## src/rtl/ifu_fetch_stage_pkg.sv

```systemverilog
// Shared types and constants for the RVNoob instruction-fetch stage.
`timescale 1ns/1ps
package rvnoob_pkg;

   localparam int unsigned XLEN = 64;
   localparam int unsigned ILEN = 32;

   localparam logic [XLEN-1:0] RESET_PC_DEFAULT = 64'h8000_0000;
   localparam logic [ILEN-1:0] NOP              = 32'h0000_0013;
   localparam logic [ILEN-1:0] EBREAK           = 32'h0010_0073;

   // One buffered fetch result handed to decode
   typedef struct packed {
      logic [XLEN-1:0] pc;
      logic [ILEN-1:0] inst;
   } fetch_pkt_t;

   // Force a fetch address onto a 4-byte boundary
   function automatic logic [XLEN-1:0] align4(input logic [XLEN-1:0] a);
      return a & ~XLEN'(3);
   endfunction

endpackage

```

## src/rtl/ifu_fetch_stage_if.sv

```systemverilog
// Instruction-memory request/response channel plus the fetch->decode channel.
`timescale 1ns/1ps
interface ifu_fetch_stage_if;
   import rvnoob_pkg::*;

   logic            imem_req_valid;
   logic            imem_req_ready;
   logic [XLEN-1:0] imem_req_addr;
   logic            imem_rsp_valid;
   logic [ILEN-1:0] imem_rsp_data;

   logic            out_valid;
   logic            out_ready;
   logic [ILEN-1:0] out_inst;
   logic [XLEN-1:0] out_pc;

   // Fetch stage side
   modport master (
      output imem_req_valid, imem_req_addr, out_valid, out_inst, out_pc,
      input  imem_req_ready, imem_rsp_valid, imem_rsp_data, out_ready
   );

   // Memory / decode side
   modport slave (
      input  imem_req_valid, imem_req_addr, out_valid, out_inst, out_pc,
      output imem_req_ready, imem_rsp_valid, imem_rsp_data, out_ready
   );

endinterface

```

## src/rtl/ifu_sync_fifo.sv

```systemverilog
// Small synchronous FIFO with flush; DEPTH must be a power of two.
`timescale 1ns/1ps
module ifu_sync_fifo #(
   parameter int unsigned WIDTH = 64,
   parameter int unsigned DEPTH = 2
) (
   input  logic                       clk_i,
   input  logic                       rst_i,
   input  logic                       push_i,
   input  logic [WIDTH-1:0]           din_i,
   input  logic                       pop_i,
   input  logic                       flush_i,
   output logic [WIDTH-1:0]           dout_o,
   output logic [$clog2(DEPTH):0]     count_o,
   output logic                       full_o,
   output logic                       empty_o
);

   localparam int unsigned AW = $clog2(DEPTH);
   localparam int unsigned CW = AW + 1;

   logic [WIDTH-1:0] store_q [DEPTH];
   logic [AW-1:0]    wr_ptr_q, wr_ptr_d;
   logic [AW-1:0]    rd_ptr_q, rd_ptr_d;
   logic [CW-1:0]    count_q, count_d;
   logic             do_push, do_pop;

   assign full_o  = (count_q == CW'(DEPTH));
   assign empty_o = (count_q == '0);
   assign count_o = count_q;
   assign dout_o  = store_q[rd_ptr_q];
   assign do_pop  = pop_i && !empty_o;
   assign do_push = push_i && (!full_o || do_pop);

   // Pointer and occupancy update; flush empties the queue
   always_comb begin
      wr_ptr_d = wr_ptr_q;
      rd_ptr_d = rd_ptr_q;
      count_d  = count_q;
      if (flush_i) begin
         wr_ptr_d = '0;
         rd_ptr_d = '0;
         count_d  = '0;
      end else begin
         if (do_push) wr_ptr_d = wr_ptr_q + AW'(1);
         if (do_pop)  rd_ptr_d = rd_ptr_q + AW'(1);
         count_d = count_q + CW'(do_push) - CW'(do_pop);
      end
   end

   // Control state registers
   always_ff @(posedge clk_i) begin
      if (rst_i) begin
         wr_ptr_q <= '0;
         rd_ptr_q <= '0;
         count_q  <= '0;
      end else begin
         wr_ptr_q <= wr_ptr_d;
         rd_ptr_q <= rd_ptr_d;
         count_q  <= count_d;
      end
   end

   // Storage write; contents need no reset since count gates visibility
   always_ff @(posedge clk_i) begin
      if (do_push && !flush_i) store_q[wr_ptr_q] <= din_i;
   end

endmodule

```

## src/rtl/ifu_fetch_stage.sv

```systemverilog
// RVNoob instruction-fetch stage: PC ownership, credit-limited fetch issue,
// stale-response dropping on redirect, halt, and buffered delivery to decode.
// Define IFU_PERF_EN to add the perf_fetch_cnt / perf_stall_cnt counters.
`timescale 1ns/1ps
module ifu_fetch_stage
   import rvnoob_pkg::*;
#(
   parameter logic [XLEN-1:0] RESET_PC = RESET_PC_DEFAULT,
   parameter int unsigned     DEPTH    = 2
) (
   input  logic              clock,
   input  logic              reset,
   ifu_fetch_stage_if.master bus,
   input  logic              redirect_valid,
   input  logic [XLEN-1:0]   redirect_pc,
   input  logic              halt
`ifdef IFU_PERF_EN
   ,
   output logic [63:0]       perf_fetch_cnt,
   output logic [63:0]       perf_stall_cnt
`endif
);

   localparam int unsigned CW = $clog2(DEPTH) + 1;
   localparam int unsigned SW = CW + 1;
   localparam int unsigned DW = CW + 8;
   localparam int unsigned PW = $bits(fetch_pkt_t);

   logic [XLEN-1:0] pc_q, pc_d;
   logic [DW-1:0]   drop_q, drop_d;

   logic [CW-1:0]   live_cnt, buf_cnt;
   logic [XLEN-1:0] live_head;
   logic            live_empty, live_full, buf_empty, buf_full;
   logic            live_push, live_pop, buf_push, buf_pop;
   logic            req_hs, rsp_stale, rsp_live;
   fetch_pkt_t      buf_din, buf_dout;

   assign req_hs    = bus.imem_req_valid && bus.imem_req_ready;
   assign rsp_stale = bus.imem_rsp_valid && (drop_q != '0);
   assign rsp_live  = bus.imem_rsp_valid && (drop_q == '0) && !live_empty;

   // Only live fetches and buffered words consume credit
   assign bus.imem_req_valid = !halt && !reset &&
                               ((SW'(live_cnt) + SW'(buf_cnt)) < SW'(DEPTH));
   assign bus.imem_req_addr  = pc_q;

   assign live_push = req_hs && !redirect_valid;
   assign live_pop  = rsp_live;
   assign buf_push  = rsp_live && !redirect_valid;
   assign buf_pop   = bus.out_valid && bus.out_ready;
   assign buf_din   = '{pc: live_head, inst: bus.imem_rsp_data};

   assign bus.out_valid = !buf_empty && !reset;
   assign bus.out_pc    = buf_dout.pc;
   assign bus.out_inst  = buf_dout.inst;

   ifu_sync_fifo #(.WIDTH(XLEN), .DEPTH(DEPTH)) u_live_q (
      .clk_i   (clock),
      .rst_i   (reset),
      .push_i  (live_push),
      .din_i   (pc_q),
      .pop_i   (live_pop),
      .flush_i (redirect_valid),
      .dout_o  (live_head),
      .count_o (live_cnt),
      .full_o  (live_full),
      .empty_o (live_empty)
   );

   ifu_sync_fifo #(.WIDTH(PW), .DEPTH(DEPTH)) u_out_buf (
      .clk_i   (clock),
      .rst_i   (reset),
      .push_i  (buf_push),
      .din_i   (buf_din),
      .pop_i   (buf_pop),
      .flush_i (redirect_valid),
      .dout_o  (buf_dout),
      .count_o (buf_cnt),
      .full_o  (buf_full),
      .empty_o (buf_empty)
   );

   // Next PC and stale-response count; redirect turns every live fetch stale
   always_comb begin
      pc_d   = pc_q;
      drop_d = drop_q;
      if (redirect_valid) begin
         pc_d   = align4(redirect_pc);
         drop_d = drop_q + DW'(live_cnt) + DW'(req_hs) - DW'(rsp_stale || rsp_live);
      end else begin
         if (req_hs)    pc_d   = pc_q + XLEN'(4);
         if (rsp_stale) drop_d = drop_q - DW'(1);
      end
   end

   // PC and drop counter registers
   always_ff @(posedge clock) begin
      if (reset) begin
         pc_q   <= RESET_PC;
         drop_q <= '0;
      end else begin
         pc_q   <= pc_d;
         drop_q <= drop_d;
      end
   end

   a_live_ovf: assert property (@(posedge clock) disable iff (reset)
                                !(live_push && live_full && !live_pop));
   a_buf_ovf:  assert property (@(posedge clock) disable iff (reset)
                                !(buf_push && buf_full && !buf_pop));

`ifdef IFU_PERF_EN
   logic [63:0] fetch_cnt_q, stall_cnt_q;

   // Saturating delivery and request-stall counters
   always_ff @(posedge clock) begin
      if (reset) begin
         fetch_cnt_q <= '0;
         stall_cnt_q <= '0;
      end else begin
         if (buf_pop && (fetch_cnt_q != '1)) fetch_cnt_q <= fetch_cnt_q + 64'd1;
         if (bus.imem_req_valid && !bus.imem_req_ready && (stall_cnt_q != '1))
            stall_cnt_q <= stall_cnt_q + 64'd1;
      end
   end

   assign perf_fetch_cnt = fetch_cnt_q;
   assign perf_stall_cnt = stall_cnt_q;
`endif

endmodule

```

## src/flat_wrapper.sv

```systemverilog
// flat-port wrapper written by rule: the top's interface ports become plain ports
module ifu_fetch_stage_flat import rvnoob_pkg::*;
#(
   parameter logic [XLEN-1:0] RESET_PC = RESET_PC_DEFAULT,
   parameter int unsigned     DEPTH    = 2
)
  (clock, reset, redirect_valid, redirect_pc, halt, bus_imem_req_valid, bus_imem_req_addr, bus_out_valid, bus_out_inst, bus_out_pc, bus_imem_req_ready, bus_imem_rsp_valid, bus_imem_rsp_data, bus_out_ready);
  ifu_fetch_stage_if bus_i ();
  input  logic clock;
  input  logic reset;
  input  logic redirect_valid;
  input  logic [XLEN-1:0] redirect_pc;
  input  logic halt;
  output wire logic [$bits(bus_i.imem_req_valid)-1:0] bus_imem_req_valid;
  output wire logic [$bits(bus_i.imem_req_addr)-1:0] bus_imem_req_addr;
  output wire logic [$bits(bus_i.out_valid)-1:0] bus_out_valid;
  output wire logic [$bits(bus_i.out_inst)-1:0] bus_out_inst;
  output wire logic [$bits(bus_i.out_pc)-1:0] bus_out_pc;
  input wire logic [$bits(bus_i.imem_req_ready)-1:0] bus_imem_req_ready;
  input wire logic [$bits(bus_i.imem_rsp_valid)-1:0] bus_imem_rsp_valid;
  input wire logic [$bits(bus_i.imem_rsp_data)-1:0] bus_imem_rsp_data;
  input wire logic [$bits(bus_i.out_ready)-1:0] bus_out_ready;
  assign bus_imem_req_valid = bus_i.imem_req_valid;
  assign bus_imem_req_addr = bus_i.imem_req_addr;
  assign bus_out_valid = bus_i.out_valid;
  assign bus_out_inst = bus_i.out_inst;
  assign bus_out_pc = bus_i.out_pc;
  assign bus_i.imem_req_ready = bus_imem_req_ready;
  assign bus_i.imem_rsp_valid = bus_imem_rsp_valid;
  assign bus_i.imem_rsp_data = bus_imem_rsp_data;
  assign bus_i.out_ready = bus_out_ready;
  ifu_fetch_stage #(.RESET_PC(RESET_PC), .DEPTH(DEPTH)) u_core (.clock(clock), .reset(reset), .bus(bus_i), .redirect_valid(redirect_valid), .redirect_pc(redirect_pc), .halt(halt));
endmodule
```

## config.mk

```make
export PLATFORM = sky130hd
export DESIGN_NAME = ifu_fetch_stage_flat
export DESIGN_NICKNAME = d
export VERILOG_FILES = /design/src/rtl/ifu_fetch_stage_pkg.sv /design/src/rtl/ifu_fetch_stage_if.sv /design/src/rtl/ifu_sync_fifo.sv /design/src/rtl/ifu_fetch_stage.sv /design/src/flat_wrapper.sv
export SDC_FILE = /design/constraint.sdc
export NUM_CORES = 1
export LEC_CHECK = 0
export ABC_AREA = 0
export CORE_MARGIN = 2
export CORE_UTILIZATION = 25
export DETAILED_ROUTE_END_ITERATION = 6
export PLACE_DENSITY_LB_ADDON = 0.1
export RECOVER_POWER = 100
export SETUP_SLACK_MARGIN = 0.1
export SLEW_MARGIN = 0
export SYNTH_ARGS = -nofsm -noshare
export SYNTH_HDL_FRONTEND = slang
export SYNTH_SLANG_ARGS = --single-unit
```

## constraint.sdc

```tcl
create_clock -name clock -period 7.1 [get_ports clock]
set_input_delay 1.42 -clock clock [delete_from_list [all_inputs] [get_ports clock]]
set_output_delay 1.42 -clock clock [all_outputs]
set_load 0.01 [all_outputs]
```

==> run summary, run 1 <==
die height: 259 microns
Nets: 1,515
leading cell types by count after synthesis: edfxtp_1 (312), mux2_2 (158), nor2_1 (88)
# setup viols final: 0
Post-synth EDFFs: 312
fill count: 6,398
crit start category: primary input
Hold Crit Depth: 2
Mapped Cells: 1,108
vias in the first global route: 10,300
violated checks: max-capacitance violations, max-slew violations
sequential share of the synthesized area: 0.676
fin crit share: 0.782
status: finished, violations left
PwrDens: 265 nW/um^2
Initial Util: 0.253
final setup TNS: 0 ns
Max VDD drop: 0.000154 V
Area contributors post-synth: edfxtp_1 (58%), mux2_2 (11%), dfxtp_1 (10%)
max_cap viols: 6
Post-DRT Antenna Nets: 0
Crit. End Element: output port
largest net degree at the start of global routing: 95
PortBufs: 258
max-slew violation count: 263
Yosys reg bits: 394
I/O pin count: 265
R2R depth: 9
drt wl/cell: 20.3 microns
switching share of power: 0.247
Pleak: 0.00722 uW
GRT Resource Usage Total: 0.136
crit path kind: primary input to output port
cell taking the most area after synthesis: edfxtp_1
CTS tree: yes
Final Skew: 0.0312 ns
global placer's final weighted congestion: 0.751
top-count cell post-synth: edfxtp_1
initial antenna violation count: 4
Clock power frac: 0.420
Most used DFF post-synth: edfxtp_1
final WL: 46.1 mm
Data required, critical path: 5.68 ns
core footprint: 64,500 sq um
Yosys cell types: 50
combinational power share: 0.119
Clock Root Buffer: clkbuf_16
Sequential Power Share: 0.461
Synth async-reset ratio: 0
share of cells above drive strength 1: 0.139
PostCTS Resize Cnt: 0
RSZ-0062 raised after global routing: false
Synth Warn #: 0
Crit Reg-Reg Endpoint: u_core.u_live_q.store_q[0][28]
worst slew pin tran: 3.60 ns
CP max FO: 38
initial DRC count: 457
# Post-CTS Setup Buffers: 0
via count: 9,916
fmax: 180 MHz
Reg2Reg Setup Slack: 2.58 ns
P_sw: 1390 uW
grt ovf: 0
Cell Area, Synth: 16,300 sq um
CTS clock-pin slew for the worst setup and hold paths: 0.05 ns
Period minus WS final: 5.56 ns
Synth Area per Inst: 14.7 sq um
drt pass-1 iters: 6
headroom to the max-slew limit: -1.40
Min-Delay Path Class: flip-flop to flip-flop
Die W: 259 microns
synth-to-layout area growth: 31.1%
Via density: 4.35
# rows: 93
final hold vios: 0
CTS buffer count: 47
RR Startpoint: u_core.u_live_q.count_o[0]
first-pass GRT wire length: 67.4 mm
DPL Wire Length: 29.5 mm
Worst Setup EP: bus_imem_req_valid
DRC violations left: 0
Max clock buf depth: 3
post-synth top area share: 0.576
clock sinks: 394
die area: 67,200 sq um
worst-skew pair later-pin latency: 0.59 ns
total internal power: 4250 uW
CTS hold repair buffers: 0
Critical Path AT: 4.14 ns
Core Util, Final: 0.331
CTS H-tree lvls: 2
Setup crit start: reset
==> worst max-delay path: stages <==
cell           delay, ns
buf_2               0.07
clkbuf_1            1.50
nor4_4              0.09
clkbuf_1            0.34
dlygate4sd3_1       0.70
==> per-stage QoR <==
stage	hold WS (ns)	cell area, sq um	power, uW	worst slack [ns]	std cells
floorplan	0.472	16300	3090	0.174	1111
global placement	0.487	19900	3340	2.11	2190
detailed placement	0.494	19900	3340	2.08	2190
CTS	0.513	21400	5760	2.30	2277
global route	0.541	21300	5910	1.18	2278
finish	0.510	21300	5650	1.54	2278
==> state kept, by name, summed over array words and instances (netlist names), 2 cells and up, named ones only <==
name and count:
u_core.u_live_q.store_q 124, u_core.u_out_buf.count_o 2, u_core.drop_q 10, u_core.u_live_q.count_o 2
u_core.bus.imem_req_addr 62, u_core.u_out_buf.store_q 188
==> logic make-up (layout without fill, tap and decap cells) <==
kind of cell,after synthesis,in the layout,share of synthesized area
AO/OA/AOI/OAI,109,109,0.0449
other,1,5,0.000230
flip-flops,394,394,0.676
buffers and inverters,87,398,0.0214
adder cells (fa/ha/maj),28,28,0.0229
XOR/XNOR,77,77,0.0414
multiplexers,165,165,0.114
AND/OR/NAND/NOR,247,247,0.0792
==> routing by layer <==
metal / routed length [microns] / track usage / part of all wire
met3: 2320 / 0.0318 / 0.050
met1: 21100 / 0.181 / 0.46
met4: 1120 / 0.0401 / 0.024
met2: 21500 / 0.220 / 0.47
met5: 35 / 0 / 0.00076
==> area by class of cell <==
class / instances / area [sq um] / share of cell area
multi-input combinational: 630 / 4910 / 0.230
clock inverter: 23 / 208 / 0.00973
inverter: 39 / 148 / 0.00692
timing repair buffer: 272 / 2680 / 0.126
clock buffer: 64 / 1310 / 0.0614
tap: 855 / 1070 / 0.0501
sequential: 394 / 11000 / 0.516
antenna: 1 / 2.50 / 0.000117
==> cell usage in the layout (no fill, tap or decap), types with 39 or more instances in the layout <==
cell and count:
mux2_2 105, dlygate4sd3_1 172, edfxtp_1 312, nor2_1 88
xnor2_1 39, a211oi_1 39, clkbuf_16 47, dfxtp_1 81
clkdlybuf4s50_1 84, mux2_1 53
==> power groups by stage <==
| stage | logic, uW | registers (uW) | clock network, uW |
|---|---|---|---|
| final | 673 | 2600 | 2370 |
| after global routing | 751 | 2610 | 2540 |
| after CTS | 695 | 2610 | 2460 |
| after detailed placement | 688 | 2650 | 0 |
| after global placement | 689 | 2650 | 0 |
| after floorplan | 449 | 2640 | 0 |
==> worst min-delay path by stage <==
stage	endpoint	slack (ns)	startpoint
finish	flip-flop	0.51	u_core.u_live_q.rd_ptr_q
CTS	u_core.u_live_q.rd_ptr_q	0.51	u_core.u_live_q.rd_ptr_q
global route	u_core.u_out_buf.rd_ptr_q	0.54	u_core.u_out_buf.rd_ptr_q
detailed placement	u_core.u_live_q.rd_ptr_q	0.49	u_core.u_live_q.rd_ptr_q
floorplan	flip-flop	0.47	u_core.u_out_buf.rd_ptr_q
global placement	u_core.u_live_q.store_q[0][61]	0.49	u_core.bus.imem_req_addr[61]
No activity file was read; power rests on OpenSTA's default activity.
==> run 2: changes to the inputs <==
Clock period 7.1 ns to 5.5 ns, I/O delays scaled along.
==> run 2 against run 1 <==
- the flow still finishes with violations (max-capacitance violations, max-slew violations)
- count of clock-buffer cells in the layout increased by 5
- die area did not move
- register-to-register slack worse by 1.5 ns
- sequential power is 29% higher
- final cell count increased by 0.22%
- core utilization up 0.18 points
- total power grew 32%
- via count increased by 0.72%
- flip-flop and latch count is the same
- sequential share of layout area decreased by 0.28 points
- combinational power is 29% higher
- critical path type is now flip-flop to flip-flop
==> run summary, run 2 (synthesis gave the netlist of run 1 again) <==
status: finished, violations left (unchanged)
violated checks: max-capacitance violations, max-slew violations (unchanged)
CTS tree: yes (unchanged)
CTS clock-pin slew for the worst setup and hold paths: 0.06 ns (was 0.05 ns)
Post-DRT Antenna Nets: 0 (unchanged)
final hold vios: 0 (unchanged)
Period minus WS final: 4.41 ns
# Post-CTS Setup Buffers: 0 (unchanged)
Max clock buf depth: 3 (unchanged)
largest net degree at the start of global routing: 95 (unchanged)
most common cell after layout, fill and taps aside: edfxtp_1 (unchanged)
slowest cell delay on critical path: 0.47 ns (was 1.50 ns)
GRT Resource Usage Total: 0.136 (about the same)
Die W: 259 microns (unchanged)
Final Skew: 0.0141 ns (was 0.0312 ns)
core footprint: 64,500 sq um (unchanged)
Crit. End Element: flip-flop (was output port)
I/O pin count: 265 (unchanged)
headroom to the max-slew limit: -1.04 (was -1.40)
fmax: 227 MHz
grt ovf: 0 (unchanged)
Setup crit start: u_core.u_live_q.count_o[0] (was reset)
Hold Slack: 0.501 ns (was 0.510 ns)
fill count: 6,373 (was 6,398)
# rows: 93 (unchanged)
HP Start: u_core.bus.imem_req_addr[63] (was u_core.u_live_q.rd_ptr_q)
Nets: 1,517 (was 1,515)
Max VDD drop: 0.000181 V (was 0.000154 V)
die height: 259 microns (unchanged)
drt pass-1 iters: 5 (was 6)
DPL Wire Length: 30.2 mm (was 29.5 mm)
Buf+Inv Stages, Crit Path: 3 (was 4)
worst slew pin tran: 3.06 ns (was 3.60 ns)
Final Non-Filler Cells: 2,283 (was 2,278)
Pleak: 0.00727 uW (was 0.00722 uW)
slowest CP cell: fa_1 (was clkbuf_1)
PwrDens: 347 nW/um^2 (was 265 nW/um^2)
worst path cell trace: inv_1, nor2_1, fa_1, nor4_4, clkbuf_1, nand2_1, ha_1, fa_1, fa_1, inv_1, a21oi_1, o41ai_1, o41ai_1, xnor2_1, o22ai_1 (was buf_2, clkbuf_1, nor4_4, clkbuf_1, dlygate4sd3_1)
most flop-heavy register: u_core.u_out_buf.store_q (unchanged)
Initial Util: 0.253 (unchanged)
final setup TNS: 0 ns (unchanged)
PortBufs: 258 (unchanged)
CP max FO: 10 (was 38)
Core Util, Final: 0.333 (was 0.331)
die area: 67,200 sq um (unchanged)
via count: 9,987 (was 9,916)
RSZ-0062 raised after global routing: false (unchanged)
Via density: 4.37 (was 4.35)
initial DRC count: 459 (was 457)
PostCTS Resize Cnt: 0 (unchanged)
total power: 7440 uW (was 5650 uW)
RR Startpoint: u_core.u_live_q.count_o[0] (unchanged)
dpl cells: 2,191 (was 2,190)
CTS H-tree lvls: 2 (unchanged)
crit path kind: flip-flop to flip-flop (was primary input to output port)
vias in the first global route: 10,200 (was 10,300)
Min-Delay Path Class: flip-flop to flip-flop (unchanged)
crit start category: flip-flop (was primary input)
Clock Root Buffer: clkbuf_16 (unchanged)
cell repeated most along the worst path: fa_1 (was clkbuf_1)
first-pass GRT wire length: 67.7 mm (was 67.4 mm)
final WL: 46.2 mm (was 46.1 mm)
Data required, critical path: 5.91 ns (was 5.68 ns)
max_cap viols: 6 (unchanged)
fin crit share: 0.802
synth-to-layout area growth: 31.8% (was 31.1%)
# setup viols final: 0 (unchanged)
critical path's top delay family: adder cells (was buffers and inverters)
share of cells above drive strength 1: 0.141 (was 0.139)
Critical Path AT: 4.83 ns (was 4.14 ns)
global placer's final weighted congestion: 0.755 (was 0.751)
max reg flops: 188 (unchanged)
max-slew violation count: 266 (was 263)
CTS hold repair buffers: 0 (unchanged)
initial antenna violation count: 3 (was 4)
DRC violations left: 0 (unchanged)
CTS buffer count: 48 (was 47)
most frequent cells in the layout: edfxtp_1 (312), dlygate4sd3_1 (171), mux2_2 (106), nor2_1 (87), clkdlybuf4s50_1 (85) (was edfxtp_1 (312), dlygate4sd3_1 (172), mux2_2 (105), nor2_1 (88), clkdlybuf4s50_1 (84))
drt wl/cell: 20.2 microns (was 20.3 microns)
worst-skew pair later-pin latency: 0.58 ns (was 0.59 ns)
clock sinks: 394 (unchanged)
## run 2: cell types whose count changed in the layout (fill, tap and decap cells not counted), sizes merged
| cell | previous run | this run |
|---|---|---|
| buf | 9 | 8 |
| bufinv | 3 | 6 |
| clkbuf | 71 | 78 |
| clkdlybuf4s50 | 84 | 85 |
| clkinv | 19 | 13 |
| clkinvlp | 2 | 1 |
| diode | 1 | 2 |
| dlygate4sd3 | 172 | 171 |
| inv | 38 | 40 |
## run 2: final timing paths
kind / endpoint / slack [ns] / cells past startpoint
max: u_core.drop_q[8] / 1.09 / 15
min: u_core.u_live_q.store_q[0][63] / 0.50 / 0
max reg2reg: u_core.drop_q[8] / 1.09 / 15
min reg2reg: u_core.u_live_q.store_q[0][63] / 0.50 / 0
## run 2: final cells by class
type                       count  area (sq um)  area share
timing repair buffer         273          2690       0.125
clock buffer                  69          1330      0.0620
multi-input combinational    630          4920       0.229
inverter                      39           148     0.00688
sequential                   394         11000       0.513
clock inverter                21           285      0.0133
tap                          855          1070      0.0499
antenna                        2          5.00    0.000233
## run 2: layer usage
| layer | global-route usage | share of wire | up-vias |
|---|---|---|---|
| li1 | - | - | 4710 |
| met1 | 0.180 | 0.46 | 4978 |
| met2 | 0.222 | 0.47 | 212 |
| met3 | 0.0311 | 0.046 | 83 |
| met4 | 0.0437 | 0.028 | 4 |
| met5 | 0 | 0.00050 | - |
## run 2: through the flow
step                      instance area (sq um)  worst slack [ns]
after floorplan                           16300             0.469
after global placement                    19900             0.868
after detailed placement                  19900             0.882
after CTS                                 21500              1.40
after global routing                      21500             0.639
final                                     21500              1.09
## run 2: report_power, final
group	total (uW)	internal, uW	leakage, uW	switching, uW
combinational	870	410	0.00298	459
clock	3210	1970	0.000792	1240
sequential	3360	3270	0.00350	85.6
